--- src/rtl/fir_out_stage.sv ---
`default_nettype none
// ============================================================================
//  Module      : fir_out_stage
//  Description : FIR output stage: decimation, round-half-up, shift, saturate
//                and a show-ahead output FIFO with drop/saturation counters.
//  Revision    : 1.0  initial release
// ============================================================================
module fir_out_stage #(
    parameter int SHIFT      = 23,
    parameter int OUT_W      = 24,
    parameter int DECIM      = 1,
    parameter int FIFO_DEPTH = 4
) (
    input  logic             clk,
    input  logic             reset,
    input  logic             in_valid,
    input  logic [47:0]      in_data,
    output logic             out_valid,
    input  logic             out_ready,
    output logic [OUT_W-1:0] out_data,
    output logic [15:0]      sat_count,
    output logic [15:0]      drop_count,
    output logic             overrun
);

    localparam int                 c_PH_W    = (DECIM > 1) ? $clog2(DECIM) : 1;
    localparam int                 c_AW      = $clog2(FIFO_DEPTH);
    localparam logic [c_PH_W-1:0]  c_PH_LAST = c_PH_W'(DECIM - 1);
    localparam logic signed [48:0] c_RND     = 49'sd1 <<< (SHIFT - 1);
    localparam logic signed [48:0] c_MAX     = (49'sd1 <<< (OUT_W - 1)) - 49'sd1;
    localparam logic signed [48:0] c_MIN     = -(49'sd1 <<< (OUT_W - 1));
    localparam logic [c_AW:0]      c_FULL    = (c_AW + 1)'(FIFO_DEPTH);

    // ------------------------------------------------------------------
    // Decimation phase
    // ------------------------------------------------------------------
    logic [c_PH_W-1:0] r_phase;
    logic              w_keep;

    assign w_keep = in_valid && (r_phase == '0);

    always_ff @(posedge clk) begin
        if (reset) begin
            r_phase <= '0;
        end else if (in_valid) begin
            r_phase <= (r_phase == c_PH_LAST) ? '0 : r_phase + c_PH_W'(1);
        end
    end

    // ------------------------------------------------------------------
    // Stage 1: add the rounding constant with one guard bit so it never wraps
    // ------------------------------------------------------------------
    logic signed [48:0] w_s1_sum;
    logic signed [48:0] r_s1_sum;
    logic               r_s1_valid;

    assign w_s1_sum = $signed({in_data[47], in_data}) + c_RND;

    always_ff @(posedge clk) begin
        if (reset) begin
            r_s1_valid <= 1'b0;
            r_s1_sum   <= '0;
        end else begin
            r_s1_valid <= w_keep;
            if (w_keep) begin
                r_s1_sum <= w_s1_sum;
            end
        end
    end

    // ------------------------------------------------------------------
    // Stage 2: arithmetic shift and clamp to the output range
    // ------------------------------------------------------------------
    logic signed [48:0] w_shifted;
    logic [OUT_W-1:0]   w_clamped;
    logic               w_sat;
    logic [OUT_W-1:0]   r_s2_data;
    logic               r_s2_sat;
    logic               r_s2_valid;

    assign w_shifted = r_s1_sum >>> SHIFT;

    always_comb begin
        w_sat     = 1'b0;
        w_clamped = w_shifted[OUT_W-1:0];
        if (w_shifted > c_MAX) begin
            w_sat     = 1'b1;
            w_clamped = c_MAX[OUT_W-1:0];
        end else if (w_shifted < c_MIN) begin
            w_sat     = 1'b1;
            w_clamped = c_MIN[OUT_W-1:0];
        end
    end

    always_ff @(posedge clk) begin
        if (reset) begin
            r_s2_valid <= 1'b0;
            r_s2_sat   <= 1'b0;
            r_s2_data  <= '0;
        end else begin
            r_s2_valid <= r_s1_valid;
            if (r_s1_valid) begin
                r_s2_sat  <= w_sat;
                r_s2_data <= w_clamped;
            end
        end
    end

    // ------------------------------------------------------------------
    // Show-ahead output FIFO
    // ------------------------------------------------------------------
    logic [OUT_W-1:0] r_mem [FIFO_DEPTH];
    logic [c_AW-1:0]  r_wr_ptr;
    logic [c_AW-1:0]  r_rd_ptr;
    logic [c_AW:0]    r_count;
    logic             w_full;
    logic             w_pop;
    logic             w_push;
    logic             w_drop;

    // A pop frees a slot in the same cycle, so a full FIFO still accepts then.
    assign w_full = (r_count == c_FULL);
    assign w_pop  = out_valid && out_ready;
    assign w_drop = r_s2_valid && w_full && !w_pop;
    assign w_push = r_s2_valid && !w_drop;

    assign out_valid = !reset && (r_count != '0);
    assign out_data  = out_valid ? r_mem[r_rd_ptr] : '0;
    assign overrun   = !reset && w_drop;

    always_ff @(posedge clk) begin
        if (w_push) begin
            r_mem[r_wr_ptr] <= r_s2_data;
        end
    end

    always_ff @(posedge clk) begin
        if (reset) begin
            r_wr_ptr <= '0;
            r_rd_ptr <= '0;
            r_count  <= '0;
        end else begin
            if (w_push) begin
                r_wr_ptr <= r_wr_ptr + c_AW'(1);
            end
            if (w_pop) begin
                r_rd_ptr <= r_rd_ptr + c_AW'(1);
            end
            case ({w_push, w_pop})
                2'b10:   r_count <= r_count + (c_AW + 1)'(1);
                2'b01:   r_count <= r_count - (c_AW + 1)'(1);
                default: r_count <= r_count;
            endcase
        end
    end

    // ------------------------------------------------------------------
    // Saturating event counters
    // ------------------------------------------------------------------
    logic [15:0] r_sat_count;
    logic [15:0] r_drop_count;

    always_ff @(posedge clk) begin
        if (reset) begin
            r_sat_count  <= '0;
            r_drop_count <= '0;
        end else begin
            if (r_s2_valid && r_s2_sat && (r_sat_count != 16'hFFFF)) begin
                r_sat_count <= r_sat_count + 16'd1;
            end
            if (w_drop && (r_drop_count != 16'hFFFF)) begin
                r_drop_count <= r_drop_count + 16'd1;
            end
        end
    end

    assign sat_count  = r_sat_count;
    assign drop_count = r_drop_count;

endmodule
`default_nettype wire

--- config.mk ---
export PLATFORM = sky130hd
export DESIGN_NAME = fir_out_stage
export DESIGN_NICKNAME = d
export VERILOG_FILES = /design/src/rtl/fir_out_stage.sv
export SDC_FILE = /design/constraint.sdc
export NUM_CORES = 1
export LEC_CHECK = 0
export CORE_UTILIZATION = 45
export DETAILED_ROUTE_END_ITERATION = 7
export PLACE_DENSITY = 0.65
export SLEW_MARGIN = 40
export SYNTH_ARGS = -nofsm -noshare
export SYNTH_HDL_FRONTEND = slang
export SYNTH_SLANG_ARGS = --single-unit
--- constraint.sdc ---
create_clock -name clk -period 2.8 [get_ports clk]
set_input_delay 0.7 -clock clk [delete_from_list [all_inputs] [get_ports clk]]
set_output_delay 0.7 -clock clk [all_outputs]
set_load 0.01 [all_outputs]
==> impl_summary.txt <==
----------------------------------------------------
[Clocking]
  Clk root buf ... clkbuf_16
  Clock sinks ... 190
  Number of buffers added by the clock tree synthesis step ... 17
  Maximum clock insertion buffer count ... 2
  Clock latency at the later pin of the worst-skew pair ... 0.43 ns
  Maximum level of the CTS H-tree ... 4
  Clock slew seen by the registers of the worst setup and hold paths ... ~0.07 ns
  TritonCTS clock tree ... built

[Floorplan]
  Chip width ... 135 um
  Effective utilization at floorplan ... 46.2%
  Die Footprint ... 18,300 sq um
  I/O pin count ... 110
  Num rows ... 48
  Placeable Area ... 17,300 sq um
  Die boundary height ... 135 um

[Timing]
  Setup slack of the critical path after layout ... 0.0746 ns
  Final Hold Slack ... 0.495 ns
  Worst relative slew slack ... 45.2%
  Final Hold Vio Count ... 0
  Max Fclk ... 367 MHz
  Slew at the pin closest to its max-slew limit ... 0.815 ns
  Post-route clock period utilization ... 97.3%
  Minimum clock period ... 2.73 ns
  Number of setup violations in the final report ... 0
  Fin Setup TNS ... 0 ns
  Post-route clock skew ... 0.00873 ns
  RSZ-0062 raised after global routing ... false
  Total count of max-transition violations in the final report ... 0

[Layout]
  Total of fill cells in the finished design ... 1,383
  Most common cell after layout, fill and taps aside ... edfxtp_1
  Nets ... roughly 850
  Commonest cells after routing, fill and taps aside ... edfxtp_1, nor2_1, dfxtp_1
  Layout cell share with drive strength beyond 1 ... 13.5%
  Summed area of non-filler cells in the final layout ... 10,100 sq um
  Final Instance Count excl. Fillers ... 1,032
  Synth-to-Final Area Change ... 26.2%
  Total inserted antenna cells ... 0

[Synthesis]
  Flops & latches, synth ... 190
  Most used flip-flop cell after synthesis ... edfxtp_1
  YS warnings ... 0
  Cells taking the most area after synthesis ... edfxtp_1, dfxtp_1, mux4_2, xnor2_1, nor2_1
  Cells after synthesis ... 679
  Share of the synthesized area in the top cell type ... 36.0%
  Number of enable flip-flop cells after synthesis ... 96
  Most area-hungry cell type in the Yosys netlist ... edfxtp_1
  Nets in the synthesized netlist ... 739
  Async SR Flop Fraction ... 0%
  Sequential share of the synthesized area ... 59.6%
  Avg Cell Area, Syn ... 11.8 sq um
  Count of distinct cell types in the synthesized netlist ... 48
  Area of the mapped netlist ... 8000 sq um

[Setup path]
  Data required time of the critical path ... between 2 and 2.5 ns
  Data arrival, critical path ... around 2 ns
  Type of element capturing the critical path ... output port
  Worst setup path category ... flop to output port
  Crit path launch type ... flop
  CP Max Fanout ... 9

[Power and ir drop]
  Largest vdd supply drop ... 0.000541 V
  Clock power frac ... approximately 44%
  Flop pwr share ... 50.9%
  Leakage power of the design ... 3.46 nW
  Internal power component ... 4.69 mW
  Comb power frac ... roughly 5.6%
  Pwr Density ... 596 nW/um^2
  Switching share of power ... 21.9%
  Reported net switching power ... 1.32 mW

[GRT]
  GRT Util Overall ... 18.4%
  Total gr overflow ... 0
  Global-route wire length before repair ... 25,900 um
  Pin count of the biggest net entering global routing ... 71
  Number of antenna violations at the first check in global routing ... 0
  Number of global-route vias before repair ... approximately 5.3k

[Min path]
  Hold WC Path Type ... flop to flop

[Placement]
  Port Buffers ... just under 90
  Half-perimeter wire length of the detailed placement result ... roughly 10,000 um
  Minimum setup slack after placement ... about 0.025 ns
  Routability Congestion ... 0.871
  Total instance count after detailed placement ... 992
  Placed cell areas ... 9370 sq um

[Route]
  DRC violations left ... 0
  Routed vias/inst ... 5.31
  Antenna-violating nets left ... 0
  Post-detailed-routing wire length ... 15,900 um
  Vias post-DR ... 5,478
  First-iteration detailed-routing DRC count ... 341
  Drt wl/cell ... 15.4 um
  Number of iterations in the first detailed-routing pass ... 4

[Outcome]
  Run status ... completed

[Job]
  Maximum capacitance violations ... 0

----------------------------------------------------
## path summary, 6_finish.rpt
| kind | startpoint | endpoint | slack (ns) | cells after the start |
|---|---|---|---|---|
| worst max-delay path | flop | out_data[21] | 0.07 | 5 |
| worst min-delay path | r_s1_sum[39]$_SDFFE_PP0P_ | r_s1_sum[39]$_SDFFE_PP0P_ | 0.50 | 2 |
| worst max register to register | drop_count[0]$_SDFFE_PP0P_ | drop_count[0]$_SDFFE_PP0P_ | 0.83 | 6 |
| worst min register to register | r_s1_sum[39]$_SDFFE_PP0P_ | r_s1_sum[39]$_SDFFE_PP0P_ | 0.50 | 2 |
## critical path, stage by stage (launching register included)
cell           delay (ns)
dfxtp_4              0.39
buf_16               0.14
buf_4                0.13
mux4_2               0.48
and2_1               0.17
dlygate4sd2_1        0.28
## per-stage QoR
step	total power, mW	utilization, %
3_5_place_dp	3.46	54.2
5_1_grt	6.22	58.3
3_3_place_gp	3.44	54.2
4_1_cts	6.05	58.0
6_report	6.01	58.3
2_1_floorplan	3.29	-
## layer usage
layer | up-vias | GRT usage [%] | routed length (um)
li1 | 2718 | - | -
met1 | 2602 | 25.1 | 7660
met2 | 138 | 28.6 | 7340
met3 | 20 | 4.15 | 723
met4 | 0 | 6.55 | 213
met5 | - | 0 | 0
## flip-flops by register name (all words and copies together) (netlist names), named ones only
register	cells
r_count	3
r_mem	96
r_wr_ptr	2
drop_count	16
r_s1_sum	26
r_s2_data	24
r_rd_ptr	2
sat_count	16
r_s2_sat	1
r_s2_valid	1
r_s1_valid	1
## area by class of cell
cell class / instances / area (sq um) / share of cell area (%)
inverter: 11 / 41.3 / 0.409
tap: 225 / 282 / 2.79
sequential: 190 / 4770 / 47.2
clock inverter: 15 / 225 / 2.23
multi-input combinational: 443 / 3050 / 30.2
clock buffer: 17 / 425 / 4.22
timing repair buffer: 131 / 1300 / 12.9
## power by group through the flow
stage | Sequential [mW] | Combinational, mW | Clock, mW
after CTS | 3.06 | 0.336 | 2.65
after detailed placement | 3.12 | 0.335 | 0
after global routing | 3.07 | 0.374 | 2.78
after floorplan | 3.10 | 0.193 | 0
final | 3.06 | 0.336 | 2.61
after global placement | 3.12 | 0.326 | 0
## cell usage after synthesis (11+ instances only)
master	number
edfxtp_1	96
nand4_1	13
mux4_2	24
xnor2_1	42
nor3_1	33
nand2_1	28
nor2_1	95
and2_1	28
clkbuf_1	28
a21oi_1	26
o21ai_0	13
dfxtp_1	94
xor2_1	11
a211oi_1	23
nand3_1	23
inv_1	11
## cells by family (layout without fill, tap and decap cells)
group,count (synthesis),count (layout),share of synthesized area [%]
AOI/OAI and AO/OA,80,80,6.24
xor gates and xnor gates,53,53,5.80
adders and majority gates,8,8,1.35
buffers and inverters,46,174,2.30
DFF,190,190,59.6
muxes,26,26,7.01
and+or+nand+nor,276,276,17.7
## what timing repair did
item,CTS,global route
setup buffers,1,6
cloned,1,0
resized for setup,27,1
endpoints found under the setup margin,24,3
hold buffers,0,0
No activity file was read; power rests on OpenSTA's default activity.
